===== src/rtl/game_control_levels.sv =====
// Multi-level game sequencer: drives MM/FM/SM load/reveal/reset strobes and
// keeps level, lives and per-attempt time-left counters for status display.
module game_control_levels #(
  parameter int unsigned NUM_LEVELS = 4,
  parameter int unsigned NUM_LIVES  = 3,
  parameter int unsigned TIME_LIMIT = 1000,
  parameter int unsigned LVL_W      = 2,
  parameter int unsigned LIFE_W     = 2,
  parameter int unsigned TIME_W     = 10
) (
  input  logic              clk,
  input  logic              reset,
  input  logic              go,
  input  logic              win,
  input  logic              lose,
  output logic              ldMM,
  output logic              ldMMtoSM,
  output logic              resetMM,
  output logic              resetFM,
  output logic              resetSM,
  output logic [LVL_W-1:0]  level,
  output logic [LIFE_W-1:0] lives,
  output logic [TIME_W-1:0] time_left,
  output logic              game_over,
  output logic              won
);

  typedef enum logic [3:0] {
    S_LOAD_MM      = 4'd0,
    S_LOAD_MM_WAIT = 4'd1,
    S_GAME_STATE   = 4'd2,
    S_LEVEL_UP     = 4'd3,
    S_LIFE_LOST    = 4'd4,
    S_RETRY        = 4'd5,
    S_GAME_WIN     = 4'd6,
    S_GAME_LOSE    = 4'd7,
    S_RESET        = 4'd8
  } state_t;

  localparam logic [LVL_W-1:0]  LVL_LAST   = LVL_W'(NUM_LEVELS - 1);
  localparam logic [LIFE_W-1:0] LIVES_INIT = LIFE_W'(NUM_LIVES);
  localparam logic [TIME_W-1:0] TIME_INIT  = TIME_W'(TIME_LIMIT);
  localparam bit                TIMER_ON   = (TIME_LIMIT != 0);

  state_t              r_state;
  state_t              w_next;
  logic [LVL_W-1:0]    r_level;
  logic [LVL_W-1:0]    w_level_nxt;
  logic [LIFE_W-1:0]   r_lives;
  logic [LIFE_W-1:0]   w_lives_nxt;
  logic [TIME_W-1:0]   r_time;
  logic [TIME_W-1:0]   w_time_nxt;
  logic                w_timeout;

  assign w_timeout = TIMER_ON && (r_time == TIME_W'(1));

  assign level     = r_level;
  assign lives     = r_lives;
  assign time_left = r_time;

  // State and counter registers; reset overrides any state mid-game
  always_ff @(posedge clk) begin
    if (reset) begin
      r_state <= S_LOAD_MM;
      r_level <= '0;
      r_lives <= LIVES_INIT;
      r_time  <= TIME_INIT;
    end else begin
      r_state <= w_next;
      r_level <= w_level_nxt;
      r_lives <= w_lives_nxt;
      r_time  <= w_time_nxt;
    end
  end

  // Next-state, counter updates and Moore strobe decode
  always_comb begin
    w_next      = r_state;
    w_level_nxt = r_level;
    w_lives_nxt = r_lives;
    w_time_nxt  = r_time;
    ldMM        = 1'b0;
    ldMMtoSM    = 1'b0;
    resetMM     = 1'b0;
    resetFM     = 1'b0;
    resetSM     = 1'b0;
    game_over   = 1'b0;
    won         = 1'b0;
    case (r_state)
      S_LOAD_MM: begin
        ldMM = 1'b1;
        if (go) w_next = S_LOAD_MM_WAIT;
      end
      S_LOAD_MM_WAIT: begin
        if (!go) begin
          w_next     = S_GAME_STATE;
          w_time_nxt = TIME_INIT;
        end
      end
      S_GAME_STATE: begin
        if (TIMER_ON && (r_time != '0)) w_time_nxt = r_time - TIME_W'(1);
        // win outranks a simultaneous timeout; win&lose together is ignored
        if (win && !lose) begin
          w_next = (r_level == LVL_LAST) ? S_GAME_WIN : S_LEVEL_UP;
        end else if ((!win && lose) || w_timeout) begin
          if (r_lives == LIFE_W'(1)) begin
            w_next = S_GAME_LOSE;
          end else begin
            w_next      = S_LIFE_LOST;
            w_lives_nxt = r_lives - LIFE_W'(1);
          end
        end
      end
      S_LEVEL_UP: begin
        resetMM     = 1'b1;
        resetFM     = 1'b1;
        resetSM     = 1'b1;
        w_level_nxt = r_level + LVL_W'(1);
        w_next      = S_LOAD_MM;
      end
      S_LIFE_LOST: begin
        ldMMtoSM = 1'b1;
        if (go) w_next = S_RETRY;
      end
      S_RETRY: begin
        // master memory is kept so the same pattern is replayed
        resetFM = 1'b1;
        resetSM = 1'b1;
        w_next  = S_LOAD_MM_WAIT;
      end
      S_GAME_WIN: begin
        won       = 1'b1;
        game_over = 1'b1;
        if (go) w_next = S_RESET;
      end
      S_GAME_LOSE: begin
        ldMMtoSM  = 1'b1;
        game_over = 1'b1;
        if (go) w_next = S_RESET;
      end
      S_RESET: begin
        resetMM     = 1'b1;
        resetFM     = 1'b1;
        resetSM     = 1'b1;
        w_level_nxt = '0;
        w_lives_nxt = LIVES_INIT;
        w_next      = S_LOAD_MM;
      end
      default: w_next = S_RESET;
    endcase
  end

endmodule


===== config.mk =====
export PLATFORM = sky130hd
export DESIGN_NAME = game_control_levels
export DESIGN_NICKNAME = d
export VERILOG_FILES = /design/src/rtl/game_control_levels.sv
export SDC_FILE = /design/constraint.sdc
export NUM_CORES = 1
export LEC_CHECK = 0
export ABC_AREA = 1
export CORE_ASPECT_RATIO = 1.4
export CORE_UTILIZATION = 55
export CTS_CLUSTER_SIZE = 10
export DETAILED_ROUTE_END_ITERATION = 8
export PLACE_DENSITY = 0.94
export SYNTH_ARGS = -nofsm -noshare
export SYNTH_HDL_FRONTEND = slang
export SYNTH_SLANG_ARGS = --single-unit

===== constraint.sdc =====
create_clock -name clk -period 2.8 [get_ports clk]
set_input_delay 0.42 -clock clk [delete_from_list [all_inputs] [get_ports clk]]
set_output_delay 0.42 -clock clk [all_outputs]
set_load 0.01 [all_outputs]

[After elaboration in Yosys (flattened, before gate mapping)]
Cells that the tools add are included.
Cells by class
  eq/ne operators: 20
  muxes and demuxes: 23
  $add $sub $neg: 3
  reductions and logical operators: 17
Operators by type and width (count)
  4-bit case mux with 7 select lines: 1
  4-bit two-way mux: 6
  10-bit two-way mux: 2
  10-bit case mux with 2 select lines: 1
  4-bit by 3-bit == test with 1-bit output (second input constant): 4
  2-bit inequality test (second input constant): 7
  10-bit by 1-bit == test with 1-bit output (second input constant): 1
  10-bit nonzero test: 1
  10-bit by 1-bit subtractor with 10-bit output (second input constant): 1
  4-bit by 2-bit == test with 1-bit output (second input constant): 2
  2-bit two-way mux: 4
  2-bit case mux with 2 select lines: 2
  1-bit two-way mux: 6
  2-bit nonzero test: 3
  2-bit OR reduction: 3
  5-bit AND reduction: 1
  4-bit by 1-bit == test with 1-bit output (second input constant): 1
  4-bit == test (second input constant): 1
  4-bit logical NOT: 1
  4-bit AND reduction: 1
  3-bit two-way mux: 1
  3-bit inequality test (second input constant): 1
  3-bit AND reduction: 1
  3-bit OR reduction: 1
  8 further kinds: 10
Storage, ports and cells
  bits of input ports: 5
  register bits: 18
  logic and storage cells: 67

[Logic depth before layout (Yosys ltp)]
  depth after elaboration: 6
  depth in mapped cells: 10
  depth with buffers taken out: 10

[Worst setup path before layout]
No wires, ideal clock.
  path type: reg-to-output
  from: register r_state[0]
  to: output resetSM
  arrival time: 1.096 ns
  path slack: 1.284 ns
  path buffers: 1
  cell stages (with the launch flop): 6
  path through: dfxtp_1 -> nor2_1 -> nand3_1 -> o21a_1 -> nand2_1 -> buf_4
On the way
  word-level cells in the longest chain between the ends: 3
  elaborated cells between the ends (all ways): 5
Ends and longest elaborated chain
  start, declared: line 45  | state_t r_state;
  start signal, assigned: line 69  | r_state <= w_next;
  4-bit == test, or another cell as far along
  3-bit OR reduction (no source line) *
  1-bit two-way mux *
  end, declared: line 20  | output logic resetSM,
Every way passes the cells marked *; elsewhere a longest branch is shown, timed or not.

[Final worst setup path]
  from: register r_state[0]
  to: output resetFM
On the way
  word-level cells in the longest chain between the ends: 3
  elaborated cells between the ends (all ways): 5
Ends and longest elaborated chain
  4-bit == test, or another cell as far along: line 89  | case (r_state)
  3-bit OR reduction (no source line) *
  1-bit two-way mux *: line 89
  end, declared: line 19  | output logic resetFM,
Marks and branches as above.

==> results.toml <==
[cts]
htreeDepth = 1
cts_hold_buf = 0
clk_path_buf_depth = 2
cts_sinks = 18
cts.clk_slew.worst_paths_ns = 0.11
cts_root_buf = "clkbuf_4"
cts_tree = "yes"
cts_made_buffers = 3
cts_setup_buffers = 0
clk_latency_ns = 0.30
cts.repair.resized = 0

[power_and_ir_drop]
p_sw_share_pct = 47.8
internal-power_uw = 776
sequentialPowerShare_pct = 27.9
ir_drop_mv = 0.713
finalPower_mw = 1.49
p_leak_nw = 0.763
p_per_area_mw_per_mm2 = 940
p_switching_uw = 711
clkPwrFrac_pct = 11.3
combPwrFrac_pct = 60.9

[detailed_routing]
drt_pass1_iterations = 4
first_iter_violations = 32
vias_per_cell = 5.43
drc = 0
drt-wirelength-per-cell_um = 11.3
ant_nets = 0
totalWireLength_um = 2910
route.vias.total = 1400

[global_route]
grt_pass1_wl_um = 4940
antenna_found_initial = 0
grt_pass1_vias = 1222
grt.total_usage_pct = 24.9
grt_overflow = 0
grt_max_degree = 15

[setup_path]
r2r_start = "time_left[0]"
slowest_stage = "clkdlybuf4s50_1"
r2r_cells = 9
path_cells = "nor2_1 > nand3_1 > o21a_1 > nand2_1 > clkdlybuf4s50_1"
rrSetupSlack_ns = 1.17
cp.required_ns = 2.38
cp_slowest_stage_delay_ns = 0.54
critPathLaunchType = "flip-flop"
crit_family = "buffers and inverters"
worstSetupEndpointType = "primary output"
crit_path_max_fanout = 7
crit_buf_inv = 1
arrival_ns = 1.94
critical_path_class = "flip-flop to primary output"
r2r-end = "time_left[5]"

[synthesis]
syn_avg_cell_area_um2 = 6.14
postSynthCellCount = 210
syn-num-nets = 220
syn-cell-area_mm2 = 0.00129
synth_seq_cells = 18
yosysWarnings = 0
synth_cell_type_count = 25
yosysSeqAreaShare_pct = 27.9

[placement]
dp_slack_ns = 0.803
gp_congestion = 0.941
dp_cells = 254
hpwlAfterDp_um = 2230
io_buffers = 25
placed_cell_area_mm2 = 0.00155

[flow_run]
cap_violations = 0

[status]
status = "completed"

[cells_and_area]
layout.cells.non_filler = 258
drive_gt1_share_pct = 9.32
final_core_util_pct = 71.8
syn_to_final_growth_pct = 22.6
antenna_cells = 0
layout_commonest_cell = "nand2_1"
layout.nets = 247
finalInstanceArea_mm2 = 0.00158
final_cell_mix = "61 x nand2_1, 31 x nand3_1, 27 x nor2_1, 25 x inv_1, 25 x clkdlybuf4s50_1"

[sta]
skew_ns = 0.00190
setup_viol = 0
setup_tns_ns = 0
hold_slack_ns = 0.489
post-route-worst-setup-slack_ns = 0.436
rsz0062_at_grt = "false"
hold_violations = 0
min_period_ns = 2.36
worst_pin_slew_ns = 0.496
clock.fmax_mhz = 423
fin_crit_sh_pct = 84.4
max_slew_margin_pct = 66.9
slew_violations = 0

[floorplanning]
die_x_um = 42.9
design.die.area_mm2 = 0.00255
die_y_um = 59.3
boundaryPins = 26
initial_core_util_pct = 58.6
fp-row-count = 20
core_area_mm2 = 0.00220

[min_path]
min_from = "lives[1]"
hold_class = "flip-flop to flip-flop"
min_to = "lives[1]"
hold_depth = 2
cell type report:
| cell class | instances | area, um2 |
|---|---|---|
| timing repair buffer | 25 | 250 |
| sequential | 18 | 360 |
| tap | 22 | 27.5 |
| fill | 185 | 621 |
| inverter | 28 | 105 |
| multi-input combinational | 161 | 802 |
| clock buffer | 4 | 36.3 |
power groups by stage:
stage | Sequential (mW) | Combinational, mW | Clock (mW)
5_1_grt | 0.425 | 1.02 | 0.178
3_3_place_gp | 0.416 | 0.879 | 0
2_1_floorplan | 0.424 | 0.628 | 0
3_5_place_dp | 0.419 | 0.895 | 0
6_report | 0.414 | 0.904 | 0.168
4_1_cts | 0.414 | 0.902 | 0.168
how the worst max path moves through the flow:
stage | start | endpoint | slack, ns | cells after the start
2_1_floorplan | r_state[0] | resetSM | 1.28 | 5
3_3_place_gp | r_state[0] | resetFM | 0.84 | 5
3_5_place_dp | r_state[0] | resetFM | 0.80 | 5
4_1_cts | r_state[0] | resetFM | 0.46 | 5
5_1_grt | r_state[0] | resetFM | 0.31 | 5
6_report | r_state[0] | resetFM | 0.44 | 5
worst reg2reg max path, delay by kind of cell, from the launching register on:
family | cells | cell delay (ns)
adder cells (fa/ha/maj) | 1 | 0.17
flip-flops | 1 | 0.38
buffers and inverters | 2 | 0.31
AND/OR/NAND/NOR | 6 | 0.64
metal layers:
layer / track usage, % / wire (um)
met1: 29.4 / 1240
met2: 43.7 / 1480
met3: 2.74 / 86
met4: 13.0 / 92
met5: 0 / 0
cells by family after synthesis:
group,count (synthesis),share of synthesized area [%]
flops,18,27.9
xor+xnor,1,0.679
compound gates,17,7.76
simple gates,138,48.9
buf+inv,31,9.89
fa+ha+maj,5,4.85
synth_stat cells:
library cell,count,area share (%)
nand2_1,61,18
nand3_1,31,12
nor2_1,27,7.9
inv_1,25,7.3
dfxtp_1,18,28
a21oi_1,7,2.7
ha_1,5,4.8
o21ai_0,5,1.9
nand4_1,4,1.9
nor2_2,4,1.9
inv_2,3,0.87
nand3_2,3,2.3
nor2_4,3,2.6
nand2_2,2,0.97
o21a_1,2,1.2
a21boi_0,1,0.58
a21oi_2,1,0.68
buf_4,1,0.58
buf_6,1,0.87
clkbuf_1,1,0.29
nand3b_1,1,0.58
nor3_1,1,0.39
o21ai_2,1,0.68
or2_2,1,0.49
xnor2_1,1,0.68
registers in the layout, summed over array words and instances, names as in the netlist:
register / count
level: 2
time_left: 10
lives: 2
r_state: 4
No activity file was read; power rests on OpenSTA's default activity.
